<file path="src/rtl/apb_port_demux.sv">
// apb_port_demux: APB fan-out bridge. One upstream completer port is replayed
// as a full setup/access transfer on one of N_PORTS downstream requester
// ports, chosen by the sideband port_sel index. Read data and error from the
// selected port are returned upstream with a one-cycle pready pulse.
// Optional feature macro: APB_DEMUX_TIMEOUT_EN (access-phase wait limit).
module apb_port_demux #(
  parameter int N_PORTS = 6,
  parameter int SEL_W   = 4,
  parameter int ADDR_W  = 12,
  parameter int DATA_W  = 32,
  parameter int TIMEOUT = 255
) (
  input  logic                      clk,
  input  logic                      rst,
  input  logic                      psel,
  input  logic                      penable,
  input  logic                      pwrite,
  input  logic [SEL_W-1:0]          port_sel,
  input  logic [ADDR_W-1:0]         paddr,
  input  logic [DATA_W-1:0]         pwdata,
  output logic                      pready,
  output logic [DATA_W-1:0]         prdata,
  output logic                      pslverr,
  output logic [N_PORTS-1:0]        m_psel,
  output logic                      m_penable,
  output logic [N_PORTS-1:0]        m_pwrite,
  output logic [N_PORTS*ADDR_W-1:0] m_paddr,
  output logic [N_PORTS*DATA_W-1:0] m_pwdata,
  input  logic [N_PORTS-1:0]        m_pready,
  input  logic [N_PORTS*DATA_W-1:0] m_prdata,
  input  logic [N_PORTS-1:0]        m_pslverr
);

  // Elaboration-time guard on the parameter set.
  if (N_PORTS < 2 || N_PORTS > 16 || (2 ** SEL_W) < N_PORTS || TIMEOUT < 1)
  begin : g_param_check
    $error("apb_port_demux: invalid parameter combination");
  end

  typedef enum logic [2:0] {
    IDLE,
    FWD_SETUP,
    FWD_ACCESS,
    ERR,
    RESP
  } state_t;

  state_t              state;
  logic [SEL_W-1:0]    sel_q;
  logic                write_q;

  logic                sel_ready;
  logic                sel_err;
  logic [DATA_W-1:0]   sel_rdata;

`ifdef APB_DEMUX_TIMEOUT_EN
  localparam int CNT_W = (TIMEOUT < 256) ? 8 : 16;
  logic [CNT_W-1:0]    wait_cnt;
`endif

  // Route ready/data/error of the latched port only; other ports are ignored.
  always_comb begin
    sel_ready = 1'b0;
    sel_err   = 1'b0;
    sel_rdata = '0;
    for (int unsigned k = 0; k < N_PORTS; k++) begin
      if (sel_q == SEL_W'(k)) begin
        sel_ready = m_pready[k];
        sel_err   = m_pslverr[k];
        sel_rdata = m_prdata[k*DATA_W +: DATA_W];
      end
    end
  end

  // Transfer sequencer with registered upstream and downstream outputs.
  always_ff @(posedge clk) begin
    if (!rst) begin
      state     <= IDLE;
      sel_q     <= '0;
      write_q   <= 1'b0;
      pready    <= 1'b0;
      prdata    <= '0;
      pslverr   <= 1'b0;
      m_psel    <= '0;
      m_penable <= 1'b0;
      m_pwrite  <= '0;
      m_paddr   <= '0;
      m_pwdata  <= '0;
`ifdef APB_DEMUX_TIMEOUT_EN
      wait_cnt  <= '0;
`endif
    end else begin
      case (state)
        IDLE: begin
          pready  <= 1'b0;
          prdata  <= '0;
          pslverr <= 1'b0;
          if (psel && !penable) begin
            sel_q   <= port_sel;
            write_q <= pwrite;
            if (int'(port_sel) < N_PORTS) begin
              // The setup-phase slice is loaded straight from the upstream
              // bus so that FWD_SETUP already presents it registered.
              for (int unsigned k = 0; k < N_PORTS; k++) begin
                if (port_sel == SEL_W'(k)) begin
                  m_psel[k]                    <= 1'b1;
                  m_pwrite[k]                  <= pwrite;
                  m_paddr[k*ADDR_W +: ADDR_W]  <= paddr;
                  m_pwdata[k*DATA_W +: DATA_W] <= pwdata;
                end else begin
                  m_psel[k]                    <= 1'b0;
                  m_pwrite[k]                  <= 1'b0;
                  m_paddr[k*ADDR_W +: ADDR_W]  <= '0;
                  m_pwdata[k*DATA_W +: DATA_W] <= '0;
                end
              end
              state <= FWD_SETUP;
            end else begin
              state <= ERR;
            end
          end
        end

        FWD_SETUP: begin
          m_penable <= 1'b1;
`ifdef APB_DEMUX_TIMEOUT_EN
          wait_cnt  <= '0;
`endif
          state     <= FWD_ACCESS;
        end

        FWD_ACCESS: begin
          if (sel_ready) begin
            prdata    <= write_q ? '0 : sel_rdata;
            pslverr   <= sel_err;
            pready    <= 1'b1;
            m_psel    <= '0;
            m_penable <= 1'b0;
            m_pwrite  <= '0;
            m_paddr   <= '0;
            m_pwdata  <= '0;
            state     <= RESP;
          end
`ifdef APB_DEMUX_TIMEOUT_EN
          // Abort on the wait cycle that brings the count to TIMEOUT.
          else if (wait_cnt == CNT_W'(TIMEOUT - 1)) begin
            prdata    <= '0;
            pslverr   <= 1'b1;
            pready    <= 1'b1;
            m_psel    <= '0;
            m_penable <= 1'b0;
            m_pwrite  <= '0;
            m_paddr   <= '0;
            m_pwdata  <= '0;
            state     <= RESP;
          end else begin
            wait_cnt  <= wait_cnt + 1'b1;
          end
`endif
        end

        ERR: begin
          prdata  <= '0;
          pslverr <= 1'b1;
          pready  <= 1'b1;
          state   <= RESP;
        end

        RESP: begin
          pready  <= 1'b0;
          prdata  <= '0;
          pslverr <= 1'b0;
          state   <= IDLE;
        end

        default: state <= IDLE;
      endcase
    end
  end

endmodule

</file>
<file path="config.mk">
export PLATFORM = sky130hd
export DESIGN_NAME = apb_port_demux
export DESIGN_NICKNAME = d
export VERILOG_FILES = /design/src/rtl/apb_port_demux.sv
export SDC_FILE = /design/constraint.sdc
export NUM_CORES = 1
export LEC_CHECK = 0
export BUFFER_PORTS_ARGS = -buffer_cell sky130_fd_sc_hd__buf_2
export CORE_AREA = 2 2 220 222
export DETAILED_ROUTE_END_ITERATION = 7
export DIE_AREA = 0 0 222 224
export MAX_ROUTING_LAYER = met4
export PLACE_DENSITY = 0.56
export REMOVE_ABC_BUFFERS = 1
export SYNTH_ARGS = -nofsm -noshare
export SYNTH_HDL_FRONTEND = slang
export SYNTH_SLANG_ARGS = --single-unit
</file>
<file path="constraint.sdc">
create_clock -name clk -period 4.7 [get_ports clk]
set_input_delay 1.175 -clock clk [delete_from_list [all_inputs] [get_ports clk]]
set_output_delay 1.175 -clock clk [all_outputs]
set_load 0.02 [all_outputs]
</file>
# ---- After elaboration in Yosys (flattened, before gate mapping)
# Index checks and enable logic that the tools add are counted.
# W data, S select, Z words.
dict set report totals {
  ff_bits 319
  input_bits 257
  output_inout_bits 311
  word_cells 116
}
dict set report op_classes {
  order_cmp 1
  n_eq_ne 17
  mux 70
  n_reduce_logical 17
}
# op count
set op_table {}
lappend op_table {{$mux W192} 3}
lappend op_table {{$mux W32} 14}
lappend op_table {{$pmux W192 S2} 1}
lappend op_table {{$mux W72} 3}
lappend op_table {{$pmux W72 S2} 1}
lappend op_table {{$mux W12} 6}
lappend op_table {{$pmux W32 S2} 1}
lappend op_table {{$mux W6} 5}
lappend op_table {{$mux W1} 27}
lappend op_table {{$pmux W6 S2} 2}
lappend op_table {{$eq A4 B2 Y1 const B} 4}
lappend op_table {{$eq A4 B3 Y1 const B} 4}
lappend op_table {{$pmux W3 S4} 1}
lappend op_table {{$reduce_and A2 Y1} 5}
lappend op_table {{$eq A4 B1 Y1 const B} 2}
lappend op_table {{$logic_not A4 Y1} 2}
lappend op_table {{$eq A3 B2 Y1 const B} 2}
lappend op_table {{$mux W3} 2}
lappend op_table {{$ne A2 B2 Y1 const B} 3}
lappend op_table {{$pmux W1 S3} 2}
lappend op_table {{$reduce_bool A2 Y1} 3}
lappend op_table {{$lt A4 B3 Y1 const B} 1}
lappend op_table {{$reduce_and A4 Y1} 1}
lappend op_table {{$eq A3 B1 Y1 const B} 1}
lappend op_table {{other kinds (9)} 9}

# ---- Longest topological paths before layout
# Gate-level depths: netlist of the first run.
dict set report depth {
  depth_word 10
  ltp_mapped 9
  depth_no_buf 5
}

# ---- Least setup slack after synthesis of the first run
# OpenSTA, ideal clock, no wires.
dict set report synth_timing {
  path_kind {input to register}
  startpoint {input port port_sel[2]}
  endpoint {register m_pwdata[140]}
  setup_ps 61
  arrival_ps 2819
  t_required_ps 4639
  path_slack_ps 1820
  path_stages 6
  n_path_buf 2
  path_cell_list {clkbuf_1 > inv_1 > or3_1 > nor3_1 > clkbuf_1 > a32o_1}
}
dict set report synth_via {
  elab_chain_cells 5
  elab_cells_between_ends 8
  cone_classes {order compare (1); eq/ne (2); mux (4); reduce/logical (1)}
}
# element line
set synth_lines {}
lappend synth_lines {{start, declared} 18} ;# input logic [SEL_W-1:0] port_sel,
lappend synth_lines {{$eq A4 B3 Y1} 105} ;# if (port_sel == SEL_W'(k)) begin
lappend synth_lines {{$mux W32} 105}
lappend synth_lines {{$mux W192} 101} ;# if (int'(port_sel) < N_PORTS) begin
lappend synth_lines {{$mux W192} 98} ;# if (psel && !penable) begin
lappend synth_lines {{$pmux W192 S2} 93} ;# case (state)
lappend synth_lines {{end signal, assigned by index} 109} ;# m_pwdata[k*DATA_W +: DATA_W] <= pwdata;
lappend synth_lines {{end, declared} 28} ;# output logic [N_PORTS*DATA_W-1:0] m_pwdata,
# Several ways; a longest one is shown, not always the timed one. The select of a mux whose other input is x is not followed.
# A chain may end at the register's enable or synchronous reset.

# ---- Worst setup path in the final report of the first run
dict set report layout_timing {
  startpoint {register sel_q[3]}
  endpoint {register m_pwdata[86]}
}
dict set report layout_via {
  elab_chain_cells 9
  elab_cells_between_ends 14
  cone_classes {eq/ne (6); mux (6); reduce/logical (2)}
}
# element line
set layout_lines {}
lappend layout_lines {{start, declared} 49} ;# logic [SEL_W-1:0] sel_q;
lappend layout_lines {{start signal, assigned} 99} ;# sel_q <= port_sel;
lappend layout_lines {{$logic_not A4 Y1} 67} ;# if (sel_q == SEL_W'(k)) begin
lappend layout_lines {{$mux W1 (5 in a row)} 67}
lappend layout_lines {{$mux W1 (*)} 67}
lappend layout_lines {{$ne A2 B2 Y1 (no line) (*)} --}
lappend layout_lines {{$reduce_and A4 Y1 (no line) (*)} --}
# Mark *: on every way between the ends. The rest lies on a longest branch, timed or not.

==> results of run 1 <==
-- power groups by stage --
stage	Clock [mW]	Sequential, mW	Combinational, mW
6_report	2.91	2.75	0.723
5_1_grt	3.09	2.75	0.784
4_1_cts	2.98	2.75	0.730
3_5_place_dp	0	2.81	0.728
3_3_place_gp	0	2.81	0.715
2_1_floorplan	0	2.84	0.358
-- layout make-up --
type / instances / area, sq um
antenna: 3 / 7.507
clock buffer: 53 / 1086
clock inverter: 12 / 143.9
fill: 4927 / 29790
inverter: 11 / 41.29
multi-input combinational: 941 / 5958
sequential: 319 / 6389
tap: 615 / 769.5
timing repair buffer: 602 / 3161
-- sequential cells by signal, indices dropped and copies added, names as in the netlist, 3 cells and up --
signal,flops
m_paddr,72
m_psel,6
m_pwdata,192
m_pwrite,6
prdata,32
sel_q,4
state,3
-- synth_stat cells, types with 7 or more instances --
cell / instances / area [sq um]
buf_6: 13 / 146.4
nor2_1: 40 / 150.1
clkbuf_1: 91 / 341.6
inv_1: 11 / 41.29
o22ai_1: 94 / 588.1
o2bb2ai_1: 32 / 280.3
buf_1: 7 / 26.28
nand3_1: 9 / 45.04
a21oi_1: 74 / 370.4
nor2b_1: 32 / 200.2
o21ai_0: 8 / 40.04
nand2_1: 358 / 1344
a32o_1: 90 / 900.9
dfxtp_1: 319 / 6386
o221ai_1: 33 / 289.0
mux2_2: 32 / 360.4
buf_2: 22 / 110.1
mux2i_1: 95 / 950.9
-- worst register-to-register path: stages (launching register included) --
cell and delay [ns]:
dfxtp_1 0.55, nor2_2 0.08, buf_4 0.26, a32oi_1 0.78, a311o_2 0.89, buf_12 0.37, mux2i_1 0.25
-- cells in the final DEF, fill, tap and decap left out, drive strengths merged, types with 2 or more instances in the layout --
master   synthesis  final
a211oi           3      3
o221ai          33     33
clkbuf          92     53
nand2          358    358
mux2            32     32
nand3            9      9
nor2b           32     32
o2bb2ai         32     32
nor2            40     40
or2              2      2
nor3b            5      5
dfxtp          319    319
a32o            90     90
or3              3      3
diode            0      3
a21oi           74     74
o21ai            8      8
mux2i           95     95
o211ai           3      3
nor4b            2      2
inv             11     12
or4              2      2
nand2b           3      3
o21a             2      2
buf             42    602
o22ai           94     94
nand3b           2      2
clkinv           0      9
bufinv           0      2
or3b             2      2
-- per-stage QoR --
step	setup TNS [ns]	instances
after floorplan	-731.76	1271
after global placement	0	2488
after detailed placement	0	2488
after CTS	0	2553
after global routing	0	2556
final	0	2556
-- per-layer routing --
metal	global-route usage (%)	vias up	wire length [um]
met5	-	-	0
met4	9.503	0	2047
met3	6.099	90	3923
met2	35.54	506	26110
met1	21.21	6062	19450
li1	-	6057	-
-- worst max-delay path by stage --
stage               depth (start not counted)            end
detailed placement                          7      m_psel[3]
global route                                6  m_pwdata[104]
global placement                            7      m_psel[2]
floorplan                                   4    m_paddr[24]
finish                                      6   m_pwdata[86]
CTS                                         6      m_psel[3]
-- cell families after synthesis --
kind of cell           after synthesis  synth area share (%)
buffers and inverters              145                 5.174
multiplexers                       127                 10.12
flip-flops                         319                 49.27
AO/OA/AOI/OAI                      349                 20.23
AND/OR/NAND/NOR                    465                 15.21
==> summary.md, run 1 <==
| Metric | Value |
|---|---|
| Status | `finished, final reports clean` |
| Slew at the pin closest to its max-slew limit | `1.156 ns` |
| Tmin final | `between 3 and 4 ns` |
| Arrival @ worst endpoint | `~3.7 ns` |
| P_int | `4.733 mW` |
| Overall power | `6.381 mW` |
| Critical path endpoint category | `register` |
| Psw | `1.648 mW` |
| Total Wirelength | `approximately 50 mm` |
| Layout Skew | `0.01143 ns` |
| Crit path launch | `sel_q[3]` |
| R2R Path End | `m_pwdata[86]` |
| Clock share of power | `a little under half` |
| Primary FF master, synth | `dfxtp_1` |
| Fin. Hold Viols | `0` |
| Comb pwr share | `11.3%` |
| Clock latency on the worst-skew pair | `0.54 ns` |
| Seq pwr share | `43.1%` |
| Setup Fix Bufs, Post-CTS | `0` |
| Worst IR Drop VDD | `0.0002485 V` |
| DP HPWL | `36.17 mm` |
| RSZ-0062 raised after global routing | `false` |
| GRT Util Overall | `20.40%` |
| Post-synth EDFFs | `0` |
| Sum of buffers and inverters on the critical path | `2` |
| Utilization after layout | `37.08%` |
| Dpl cell area | `0.01632 sq mm` |
| CTS Sinks | `319` |
| Fmax | `305.5 MHz` |
| Root Driver | `clkbuf_16` |
| Post-synthesis cell count | `1405` |
| Sequential area share after synthesis | `49.27%` |
| Switching Share | `about a quarter` |
| Fin. max-slew vios | `0` |
| Top-level port count | `568` |
| Maximum clock path buffer count | `3` |
| First-pass GRT wire length | `76.94 mm` |
| Period utilization | `69.65%` |
| Fin worst setup slack | `1.427 ns` |
| Std-Cell Core Area | `0.04735 sq mm` |
| Worst R2R Path Depth | `6` |
| Synth warn | `0` |
| Worst Hold Endpoint | `m_pwdata[117]` |
| #FFs+latches synth | `roughly 320` |
| HP Start | `m_pwdata[117]` |
| Maxcap violations | `0` |
| Residual DRC | `0` |
| Setup-failing EPs final | `0` |
| Die Ht | `224 um` |
| First-iteration detailed-routing DRC count | `661` |
| CP max FO | `43` |
| Post-synth ARST share | `0%` |
| Pleak | `around 8.1 nW` |
| Grt ovf | `0` |
| Layout cell share with drive strength beyond 1 | `36.74%` |
| Critical Path Max Stage Delay | `~0.89 ns` |
| Die footprint | `0.04973 sq mm` |
| Syn_area_per_cell | `9.226 sq um` |
| Starting density of the core | `27.38%` |
| Critical path's slowest cell | `a311o_2` |
| # rows | `80` |
| Area of the mapped netlist | `0.01296 sq mm` |
| CTS Buf Count | `37` |
| CTS tree | `done` |
| Drt pass-1 iters | `5` |
| Critical Path, Cell by Cell | `nor2_2 -> buf_4 -> a32oi_1 -> a311o_2 -> buf_12 -> mux2i_1` |
| Critical R2R Launch | `sel_q[3]` |
| Placer Congestion | `approximately 0.91` |
| Chip Width | `222 um` |
| Hold-fix buffers, CTS | `0` |
| Startpoint Class | `register` |
| Vias in the first global route | `12900` |
| Setup slack after placement | `between 0.9 and 1 ns` |
| Port buffer count | `roughly 570` |
| P&R area growth vs syn | `35.43%` |
| Clk slew on worst S/H paths | `about 0.060 ns` |
| Hold slack final | `approximately 0.45 ns` |
| Final ANT Viol Nets | `0` |
| Vias post-DR | `12720` |
| Largest net degree at the start of global routing | `218` |
| Critical path type | `reg -> reg` |
| Resized cells post-CTS | `0` |
| Library cells used by synthesis | `49` |
| Fin nets | `2169` |
| Drt via density | `between 4 and 5` |
| Initial antenna violation count | `3` |
| H-tree levels | `2` |
| WP data required | `5.16 ns` |
| Final Cell Area | `approximately 0.018 sq mm` |
| Avg WL per Cell | `20.16 um` |
| Type of the worst min-delay path | `reg -> reg` |
| Power Density | `363.5 mW/mm^2` |
| Slack of the worst reg-to-reg path | `1.43 ns` |
| Hold path cells | `2` |
| CP top delay family | `compound AO/OA/AOI/OAI gates` |
| Slew headroom | `22.94%` |
(Power assumes the default switching activity.)
==> inputs of run 2 (changes only) <==
--- a/config.mk
+++ b/config.mk
@@ -6,11 +6,11 @@
 export NUM_CORES = 1
 export LEC_CHECK = 0
 export BUFFER_PORTS_ARGS = -buffer_cell sky130_fd_sc_hd__buf_2
-export CORE_AREA = 2 2 220 222
+export CORE_AREA = 2 2 218 220
 export DETAILED_ROUTE_END_ITERATION = 7
-export DIE_AREA = 0 0 222 224
+export DIE_AREA = 0 0 220 222
 export MAX_ROUTING_LAYER = met4
-export PLACE_DENSITY = 0.56
+export PLACE_DENSITY = 0.57
 export REMOVE_ABC_BUFFERS = 1
 export SYNTH_ARGS = -nofsm -noshare
 export SYNTH_HDL_FRONTEND = slang
==> constraint.sdc (replaced) <==
create_clock -name clk -period 3.2 [get_ports clk]
set_input_delay 0.8 -clock clk [delete_from_list [all_inputs] [get_ports clk]]
set_output_delay 0.8 -clock clk [all_outputs]
set_load 0.02 [all_outputs]
==> summary.md, run 2 (synthesis gave the netlist of run 1 again) <==
| Metric | Value |
|---|---|
| Port buffer count | `567 (unchanged)` |
| Avg WL per Cell | `20.66 um (was 20.16 um)` |
| CP top delay family | `compound AO/OA/AOI/OAI gates (unchanged)` |
| P&R area growth vs syn | `35.85% (was 35.43%)` |
| CTS Buf Count | `36 (was 37)` |
| Clock latency on the worst-skew pair | `0.53 ns (was 0.54 ns)` |
| Setup Fix Bufs, Post-CTS | `0 (unchanged)` |
| Overall power | `9.499 mW (was 6.381 mW)` |
| Final ANT Viol Nets | `0 (unchanged)` |
| Slew headroom | `43.76% (was 22.94%)` |
| Critical path endpoint category | `register (unchanged)` |
| Power Density | `539.4 mW/mm^2 (was 363.5 mW/mm^2)` |
| Critical Path, Cell by Cell | `nand2b_4 -> or3_1 -> a311o_2 -> buf_12 -> buf_4 -> a32o_1 (was nor2_2 -> buf_4 -> a32oi_1 -> a311o_2 -> buf_12 -> mux2i_1)` |
| Hold-fix buffers, CTS | `0 (unchanged)` |
| CTS Sinks | `319 (unchanged)` |
| Drt pass-1 iters | `5 (unchanged)` |
| Critical path type | `reg -> reg (unchanged)` |
| Most frequent cells in the layout | `566 x buf_2, 358 x nand2_1, 318 x dfxtp_1, 95 x mux2i_1, 94 x o22ai_1 (was 566 x buf_2, 358 x nand2_1, 317 x dfxtp_1, 95 x mux2i_1, 94 x o22ai_1)` |
| Chip Width | `220 um (was 222 um)` |
| Sum of buffers and inverters on the critical path | `2 (unchanged)` |
| Drt via density | `5.045 (was 4.975)` |
| Initial antenna violation count | `8 (was 3)` |
| Placer Congestion | `0.8944 (was 0.9145)` |
| RSZ-0062 raised after global routing | `false (unchanged)` |
| Maximum clock path buffer count | `3 (unchanged)` |
| Fmax | `386.4 MHz (was 305.5 MHz)` |
| Vias post-DR | `12840 (was 12720)` |
| Fin. Hold Viols | `0 (unchanged)` |
| Die footprint | `0.04884 sq mm (was 0.04973 sq mm)` |
| CTS tree | `done (unchanged)` |
| First-pass GRT wire length | `77.20 mm (was 76.94 mm)` |
| Std-Cell Core Area | `0.04626 sq mm (was 0.04735 sq mm)` |
| WP data required | `3.62 ns (was 5.16 ns)` |
| # rows | `79 (was 80)` |
| Critical Path Max Stage Delay | `0.51 ns (was 0.89 ns)` |
| Layout Skew | `0.02302 ns (was 0.01143 ns)` |
| Critical path's slowest cell | `or3_1 (was a311o_2)` |
| Tmin final | `2.588 ns (was 3.273 ns)` |
| Total Wirelength | `52.59 mm (was 51.53 mm)` |
| Dpl cell area | `0.01634 sq mm (was 0.01632 sq mm)` |
| Type of the worst min-delay path | `reg -> reg (unchanged)` |
| Status | `finished, final reports clean (unchanged)` |
| Final Cell Area | `0.01761 sq mm (was 0.01756 sq mm)` |
| DP HPWL | `37.00 mm (was 36.17 mm)` |
| Arrival @ worst endpoint | `3.01 ns (was 3.73 ns)` |
| Resized cells post-CTS | `0 (unchanged)` |
| Largest net degree at the start of global routing | `182 (was 218)` |
| Leading cell type in the layout, fill and taps excluded | `buf_2 (unchanged)` |
| Period utilization | `80.87% (was 69.65%)` |
| Maxcap violations | `0 (unchanged)` |
| Fin. max-slew vios | `0 (unchanged)` |
| First-iteration detailed-routing DRC count | `717 (was 661)` |
| Vias in the first global route | `12790 (was 12900)` |
| Fin nets | `2166 (was 2169)` |
| Pleak | `8.111 nW (was 8.099 nW)` |
| Residual DRC | `0 (unchanged)` |
| Clk slew on worst S/H paths | `0.06 ns (about the same)` |
| Top Registers | `m_pwdata x192, m_paddr x72, prdata x32 (unchanged)` |
| CP max FO | `24 (was 43)` |
| Layout cell share with drive strength beyond 1 | `36.52% (was 36.74%)` |
| Root Driver | `clkbuf_16 (unchanged)` |
| Starting density of the core | `28.02% (was 27.38%)` |
| H-tree levels | `2 (unchanged)` |
| Reg with most FFs | `m_pwdata (unchanged)` |
| Setup_tns | `0 ns (unchanged)` |
| Worst IR Drop VDD | `0.0003624 V (was 0.0002485 V)` |
| GRT Util Overall | `21.02% (was 20.40%)` |
| Slew at the pin closest to its max-slew limit | `0.8436 ns (was 1.156 ns)` |
| Hold slack final | `0.4532 ns (was 0.4536 ns)` |
| Top-level port count | `568 (unchanged)` |
| Setup-failing EPs final | `0 (unchanged)` |
| Startpoint Class | `register (unchanged)` |
| Largest register FFs | `192 (unchanged)` |
| Grt ovf | `0 (unchanged)` |
| Die Ht | `222 um (was 224 um)` |
## run 2: cell count changes in the layout (fill, tap and decap cells not counted), sizes merged
| cell | before | now |
|---|---|---|
| clkinv | 9 | 5 |
| clkinvlp | 0 | 2 |
| buf | 602 | 600 |
| inv | 12 | 11 |
| bufinv | 2 | 4 |
| diode | 3 | 2 |
| clkbuf | 53 | 54 |
## run 2: final timing paths
path / start / to / slack, ns / cells after the start
worst min-delay path: m_paddr[40] / m_paddr[40] / 0.45 / 2
worst max register to register: sel_q[1] / m_pwdata[138] / 0.61 / 6
worst max-delay path: sel_q[1] / m_pwdata[138] / 0.61 / 6
worst min register to register: m_paddr[40] / m_paddr[40] / 0.45 / 2
## run 2: power by group
group / switching [mW] / internal (mW) / total [mW]
sequential: 0.0350 / 4.01 / 4.04
combinational: 0.662 / 0.408 / 1.07
clock: 1.70 / 2.69 / 4.39
## run 2: worst min-delay path, cell delays in order (launching register included)
cell and delay (ns):
dfxtp_1 0.30, nand2_1 0.05, mux2i_1 0.05
## run 2: area by class of cell
class,instances,area [sq um]
antenna,2,5.005
clock buffer,54,1091
sequential,319,6387
tap,607,759.5
timing repair buffer,600,3196
inverter,11,41.29
clock inverter,11,171.4
fill,4756,28650
multi-input combinational,941,5958
## run 2: per-stage QoR
step	util [%]	worst slack, ns	instances
after floorplan	-	-4.917	1271
after CTS	38.06	0.6298	2543
after global placement	35.33	0.4679	2478
final	38.07	0.6122	2545
after detailed placement	35.33	0.4292	2478
after global routing	38.07	0.4677	2545
## run 2: layer usage
metal  part of all wire [%]  wire [um]  vias to the layer above  track usage, %
li1                       -          -                     6065               -
met1                     38      20200                     6143           23.05
met2                     50      26180                      531           35.97
met3                    8.3       4366                      101           5.748
met4                    3.5       1853                        0           8.075
met5                      0          0                        -               -
